==> config.mk <==
export PLATFORM = sky130hd
export DESIGN_NAME = serum_pkt_arb_flat
export DESIGN_NICKNAME = d
export VERILOG_FILES = /design/src/rtl/serum_pkt_arb_pkg.sv /design/src/rtl/serum_pkt_arb_if.sv /design/src/rtl/serum_pkt_fifo.sv /design/src/rtl/serum_pkt_arb.sv /design/src/flat_wrapper.sv
export SDC_FILE = /design/constraint.sdc
export NUM_CORES = 1
export LEC_CHECK = 0
export CAP_MARGIN = 10
export CORE_MARGIN = 5
export CORE_UTILIZATION = 40
export DETAILED_ROUTE_END_ITERATION = 16
export GPL_TIMING_DRIVEN = 0
export PLACE_DENSITY_LB_ADDON = 0.08
export REMOVE_ABC_BUFFERS = 1
export SYNTH_ARGS = -nofsm -noshare
export SYNTH_HDL_FRONTEND = slang
export SYNTH_SLANG_ARGS = --single-unit
==> constraint.sdc <==
create_clock -name clk -period 4.7 [get_ports clk]
set_input_delay 1.41 -clock clk [delete_from_list [all_inputs] [get_ports clk]]
set_output_delay 1.41 -clock clk [all_outputs]
set_load 0.05 [all_outputs]
==> src/rtl/serum_pkt_arb_pkg.sv <==
// serum_pkt_pkg: shared arbiter state, beat layout and counter width for serum_pkt_arb
package serum_pkt_pkg;
   localparam int PKT_DW = 8;
   localparam int PKT_CNT_W = 16;
   typedef enum logic {ARB_IDLE, ARB_LOCK} arb_state_e;
   typedef struct packed {
      logic              last;
      logic [PKT_DW-1:0] data;
   } pkt_beat_t;
endpackage

==> src/rtl/serum_pkt_arb_if.sv <==
// serum_pkt_arb_if: NCH input channels plus one merged output stream
// out_pkt_cnt exists only when SERUM_PKT_CNT_EN is defined
interface serum_pkt_arb_if import serum_pkt_pkg::*; #(
   parameter int NCH = 4,
   parameter int DW  = 8
);
   logic [NCH-1:0]         in_valid;
   logic [NCH-1:0]         in_ready;
   logic [NCH*DW-1:0]      in_data;
   logic [NCH-1:0]         in_last;
   logic                   out_valid;
   logic                   out_ready;
   logic [DW-1:0]          out_data;
   logic                   out_last;
   logic [$clog2(NCH)-1:0] out_ch;
`ifdef SERUM_PKT_CNT_EN
   logic [PKT_CNT_W-1:0]   out_pkt_cnt;
   modport master (input in_valid, in_data, in_last, out_ready,
                   output in_ready, out_valid, out_data, out_last, out_ch, out_pkt_cnt);
   modport slave (output in_valid, in_data, in_last, out_ready,
                  input in_ready, out_valid, out_data, out_last, out_ch, out_pkt_cnt);
`else
   modport master (input in_valid, in_data, in_last, out_ready,
                   output in_ready, out_valid, out_data, out_last, out_ch);
   modport slave (output in_valid, in_data, in_last, out_ready,
                  input in_ready, out_valid, out_data, out_last, out_ch);
`endif
endinterface

==> src/rtl/serum_pkt_fifo.sv <==
// serum_pkt_fifo: single-channel FIFO of {last, data}; full/empty come from a registered count
module serum_pkt_fifo #(
   parameter int DW    = 8,
   parameter int DEPTH = 8
) (
   input  logic        clk,
   input  logic        rst,
   input  logic        push,
   input  logic        pop,
   input  logic [DW:0] wdata,
   output logic [DW:0] rdata,
   output logic        full,
   output logic        empty
);
   localparam int AW = $clog2(DEPTH);
   logic [DW:0]   mem [DEPTH];
   logic [AW-1:0] wptr, rptr;
   logic [AW:0]   cnt;
   logic          do_push, do_pop;
   assign full    = cnt == (AW+1)'(DEPTH);
   assign empty   = cnt == '0;
   assign do_push = push && !full;
   assign do_pop  = pop && !empty;
   assign rdata   = mem[rptr];
   always_ff @(posedge clk)
      if (do_push) mem[wptr] <= wdata;
   always_ff @(posedge clk or posedge rst)
      if (rst) begin
         wptr <= '0;
         rptr <= '0;
         cnt  <= '0;
      end else begin
         if (do_push) wptr <= wptr + 1'b1;
         if (do_pop) rptr <= rptr + 1'b1;
         cnt <= cnt + (AW+1)'(do_push) - (AW+1)'(do_pop);
      end
endmodule

==> src/rtl/serum_pkt_arb.sv <==
// serum_pkt_arb: per-channel FIFOs merged by a packet-atomic round-robin arbiter
// SERUM_PKT_CNT_EN adds out_pkt_cnt, a wrapping count of completed output packets
module serum_pkt_arb import serum_pkt_pkg::*; #(
   parameter int NCH   = 4,
   parameter int DW    = 8,
   parameter int DEPTH = 8
) (
   input logic             clk,
   input logic             rst,
   serum_pkt_arb_if.master bus
);
   localparam int CW = $clog2(NCH);
   logic [DW:0]    head [NCH];
   logic [NCH-1:0] empty, full, pop;
   arb_state_e     state, state_nx;
   logic [CW-1:0]  rr_ptr, rr_nx, lock_ch, lock_nx, gnt, gnt_inc, idx;
   logic           accept, head_last;
   for (genvar c = 0; c < NCH; c++) begin : g_ch
      serum_pkt_fifo #(.DW(DW), .DEPTH(DEPTH)) u_fifo (
         .clk   (clk),
         .rst   (rst),
         .push  (bus.in_valid[c]),
         .pop   (pop[c]),
         .wdata ({bus.in_last[c], bus.in_data[c*DW +: DW]}),
         .rdata (head[c]),
         .full  (full[c]),
         .empty (empty[c])
      );
   end
   assign bus.in_ready = ~full;
   // scan downward so the nearest non-empty channel at or after rr_ptr wins
   always_comb begin
      gnt = lock_ch;
      idx = '0;
      if (state == ARB_IDLE)
         for (int i = NCH-1; i >= 0; i--) begin
            idx = CW'((int'(rr_ptr) + i) % NCH);
            if (!empty[idx]) gnt = idx;
         end
   end
   assign gnt_inc       = gnt == CW'(NCH-1) ? '0 : gnt + 1'b1;
   assign head_last     = head[gnt][DW];
   assign bus.out_valid = !empty[gnt];
   assign accept        = bus.out_valid && bus.out_ready;
   assign pop           = {{(NCH-1){1'b0}}, accept} << gnt;
   assign bus.out_data  = bus.out_valid ? head[gnt][DW-1:0] : '0;
   assign bus.out_last  = bus.out_valid && head_last;
   assign bus.out_ch    = bus.out_valid ? gnt : '0;
   always_ff @(posedge clk or posedge rst)
      if (rst) begin
         state   <= ARB_IDLE;
         rr_ptr  <= '0;
         lock_ch <= '0;
      end else begin
         state   <= state_nx;
         rr_ptr  <= rr_nx;
         lock_ch <= lock_nx;
      end
   always_comb begin
      state_nx = state;
      rr_nx    = rr_ptr;
      lock_nx  = lock_ch;
      if (accept && head_last) begin
         state_nx = ARB_IDLE;
         rr_nx    = gnt_inc;
      end else if (accept && state == ARB_IDLE) begin
         state_nx = ARB_LOCK;
         lock_nx  = gnt;
      end
   end
`ifdef SERUM_PKT_CNT_EN
   always_ff @(posedge clk or posedge rst)
      if (rst) bus.out_pkt_cnt <= '0;
      else if (accept && head_last) bus.out_pkt_cnt <= bus.out_pkt_cnt + 1'b1;
`endif
endmodule

==> src/flat_wrapper.sv <==
// flat-port wrapper written by rule: the top's interface ports become plain ports
module serum_pkt_arb_flat import serum_pkt_pkg::*;
#(
   parameter int NCH   = 4,
   parameter int DW    = 8,
   parameter int DEPTH = 8
)
  (clk, rst, bus_in_valid, bus_in_data, bus_in_last, bus_out_ready, bus_in_ready, bus_out_valid, bus_out_data, bus_out_last, bus_out_ch);
  serum_pkt_arb_if #(.NCH(NCH), .DW(DW)) bus_i ();
  input logic clk;
  input logic rst;
  input wire logic [$bits(bus_i.in_valid)-1:0] bus_in_valid;
  input wire logic [$bits(bus_i.in_data)-1:0] bus_in_data;
  input wire logic [$bits(bus_i.in_last)-1:0] bus_in_last;
  input wire logic [$bits(bus_i.out_ready)-1:0] bus_out_ready;
  output wire logic [$bits(bus_i.in_ready)-1:0] bus_in_ready;
  output wire logic [$bits(bus_i.out_valid)-1:0] bus_out_valid;
  output wire logic [$bits(bus_i.out_data)-1:0] bus_out_data;
  output wire logic [$bits(bus_i.out_last)-1:0] bus_out_last;
  output wire logic [$bits(bus_i.out_ch)-1:0] bus_out_ch;
  assign bus_i.in_valid = bus_in_valid;
  assign bus_i.in_data = bus_in_data;
  assign bus_i.in_last = bus_in_last;
  assign bus_i.out_ready = bus_out_ready;
  assign bus_in_ready = bus_i.in_ready;
  assign bus_out_valid = bus_i.out_valid;
  assign bus_out_data = bus_i.out_data;
  assign bus_out_last = bus_i.out_last;
  assign bus_out_ch = bus_i.out_ch;
  serum_pkt_arb #(.NCH(NCH), .DW(DW), .DEPTH(DEPTH)) u_core (.clk(clk), .rst(rst), .bus(bus_i));
endmodule
==> flow_summary.json <==
{
  "setup_slack_ps": 122,
  "max_stage_delay_ps": 400,
  "core-area_sq_mm": 0.0345,
  "drive_gt1_frac": 0.275,
  "start_util": 0.405,
  "synth_edf_count": 288,
  "place_congestion": 0.766,
  "synth_top_cell_by_area": "edfxtp_1",
  "p_sw_frac": 0.358,
  "async_reset_ff_frac": 0.135,
  "postRouteAntennaNets": 0,
  "max_cap_viol_count": 0,
  "cts.clk_slew.worst_paths_ps": 60,
  "grt_pass1_wl_um": 45700,
  "p_int_uw": 7920,
  "final_area_sq_mm": 0.0169,
  "rows": 68,
  "via_per_inst": 5.31,
  "ctsHoldBuffers": 0,
  "detail_route.wl_per_cell_um": 22.6,
  "ys_warn_count": 0,
  "synth_area_per_cell_sq_um": 18.3,
  "cp_cell_sequence": "inv_2 > ha_2 > or3b_4 > o21a_1 > o211ai_1 > a21boi_4 > buf_6 > buf_12 > a211oi_1 > a211o_1 > a21oi_2 > buf_6",
  "drt-initial-drc-count": 493,
  "synth_area_leaders": "edfxtp_1, mux4_2, dfrtp_1, ha_1, mux2i_1",
  "io_pins": 59,
  "clock_path_buffers": 3,
  "fin_util": 0.490,
  "syn-cell-area_sq_mm": 0.0139,
  "power_density_mw_per_mm2": 731,
  "grt_pass1_vias": 7534,
  "p_sw_uw": 4420,
  "status": "finished clean",
  "nFillCells": 2857,
  "cpMostUsedCell": "buf_6",
  "p_comb_frac": 0.401,
  "layout.nets": 941,
  "ys_seq_area_frac": 0.701,
  "finalCriticalPeriod_ps": 4580,
  "final_common_cell": "edfxtp_1",
  "ys.flop_type": "edfxtp_1",
  "antenna_found_initial": 0,
  "dr.pass1.iters": 5,
  "insertion_delay_ps": 510,
  "synth_seq_cells": 333,
  "track_usage": 0.157,
  "peakVddDrop_uv": 1150,
  "p_leak_uw": 0.00582,
  "crit_buf_inv": 4,
  "cts_tree": "built",
  "area_growth_pct": 21.0,
  "crit_type": "reg -> out",
  "holdCritPathClass": "reg -> reg",
  "routed_wl_um": 30400,
  "max_freq_mhz": 218,
  "num_antenna_cells": 0,
  "die_h_um": 197,
  "setup_viol": 0,
  "drc": 0,
  "slew-limit-headroom": 0.221,
  "critPathLaunchType": "register",
  "dieWidth_um": 197,
  "seqPwrFrac": 0.367,
  "cts_buffers": 37,
  "finalHoldViolCount": 0,
  "crit_fanout": 7,
  "finClkSkew_ps": 12.4,
  "crit_family": "compound AO/OA/AOI/OAI gates",
  "cts_root_buf": "clkbuf_16",
  "slowest_stage": "or3b_4",
  "dpl.hpwl_um": 19600,
  "h-tree-depth": 2,
  "max_slew.worst_pin.slew_ps": 1160,
  "synth_top_area_frac": 0.620,
  "synth_cell_types": 55,
  "grt_max_degree": 26,
  "place_area_sq_mm": 0.0151,
  "slew_viol_final": 0,
  "cts_sinks": 333,
  "io_buffer_count": 58,
  "pre_cts_ws_ps": -1210,
  "total_power_uw": 12300,
  "end_kind": "primary output",
  "crit_arrival_ps": 3170,
  "fin_crit_sh": 0.974,
  "clkPwrFrac": 0.232,
  "syn_inst": 760,
  "vias": 7146,
  "crit_required_ps": 3290,
  "grt.overflow.total": 0,
  "die_area_sq_mm": 0.0387,
  "mostFrequentLayoutCells": "edfxtp_1, mux4_2, clkdlybuf4s50_1, dfrtp_1, clkbuf_16"
}
cells in the mapped netlist (2+ instances only):
library cell	n
edfxtp_1	288
mux4_2	72
mux2_2	15
nor3b_4	2
nor4bb_1	3
or2_2	5
o211ai_1	9
mux2_1	2
a211o_1	10
nand2_1	36
nand3_1	9
a21oi_1	16
inv_1	34
mux2i_1	23
xor2_1	8
nor2_1	31
buf_2	13
a21o_1	4
dfrtp_1	45
buf_1	7
ha_1	32
nor4b_1	2
o21ai_1	2
clkbuf_1	10
nand4_1	2
nor4b_2	2
nand2b_1	8
a211oi_1	10
xnor2_1	13
nor2b_1	9
nor3_1	9
fa_1	4
or3b_1	3
worst reg2reg max path, delay by kind of cell, from the launching register on:
family	cells	cell delay, ps
buf+inv	6	830
simple gates	2	660
fa+ha+maj	4	1140
compound gates	3	990
xor+xnor	1	190
flops	1	320
cell type report:
cell class | count | area [sq um] | share of cell area
Multi-Input combinational cell | 363 | 4150 | 0.246
Clock inverter | 15 | 174 | 0.0103
Clock buffer | 53 | 1050 | 0.0621
Tap cell | 455 | 569 | 0.0337
Sequential cell | 333 | 9780 | 0.580
Inverter | 35 | 131 | 0.00779
Timing Repair Buffer | 92 | 1020 | 0.0604
through the flow:
| step | hold WS (ps) | cells | setup TNS, ps |
|---|---|---|---|
| floorplan | 476 | 730 | -3260 |
| global placement | 498 | 1243 | -20380 |
| detailed placement | 527 | 1252 | -11870 |
| CTS | 539 | 1342 | 0 |
| global route | 570 | 1346 | -21.7 |
| finish | 540 | 1346 | 0 |
flip-flops by register name (all words and copies together) (netlist names):
| signal | count |
|---|---|
| u_core.g_ch.u_fifo.cnt | 16 |
| u_core.g_ch.u_fifo.rptr | 12 |
| u_core.state | 1 |
| u_core.g_ch.u_fifo.mem | 288 |
| u_core.lock_ch | 2 |
| u_core.g_ch.u_fifo.wptr | 12 |
| u_core.rr_ptr | 2 |
routing by layer:
layer	wire length [um]	up-vias	GRT usage
li1	-	3204	-
met1	13300	3721	0.215
met2	14800	178	0.256
met3	1740	43	0.0393
met4	581	0	0.0390
met5	0	-	0
worst paths after layout:
check / from / endpoint / slack (ps) / depth (start not counted)
worst min-delay path: u_core.g_ch[3].u_fifo.wptr[0] / u_core.g_ch[3].u_fifo.wptr[0] / 540 / 2
worst min register to register: u_core.g_ch[3].u_fifo.wptr[0] / u_core.g_ch[3].u_fifo.wptr[0] / 540 / 2
min in group asynchronous: rst / u_core.g_ch[0].u_fifo.wptr[0] / 1260 / 2
worst max-delay path: u_core.g_ch[1].u_fifo.cnt[2] / bus_out_data[0] / 120 / 12
max in group asynchronous: rst / u_core.g_ch[1].u_fifo.rptr[1] / 2900 / 3
worst max register to register: u_core.g_ch[0].u_fifo.cnt[2] / u_core.g_ch[1].u_fifo.cnt[2] / 480 / 16
logic make-up after synthesis:
| family | share of synthesized area |
|---|---|
| adder cells (fa/ha/maj) | 0.0345 |
| multiplexers | 0.147 |
| buffers and inverters | 0.0187 |
| flip-flops | 0.701 |
| AND/OR/NAND/NOR | 0.0497 |
| XOR/XNOR | 0.0132 |
| AO/OA/AOI/OAI | 0.0362 |
repair_timing:
item                                    4_1_cts  5_1_grt
cloned                                        3        0
pin swaps                                    10       18
endpoints found under the setup margin       12       12
resized for setup                           100       26
setup buffers                                19        3
hold endpoints to repair                      0        0
power groups by stage:
stage	registers, uW	clock network, uW	logic, uW
after global routing	4630	3080	5300
final	4530	2870	4940
after detailed placement	4610	0	4250
after floorplan	4370	0	2860
after CTS	4570	2940	4810
after global placement	4590	0	4000
Power figures use the tool's default switching activity.
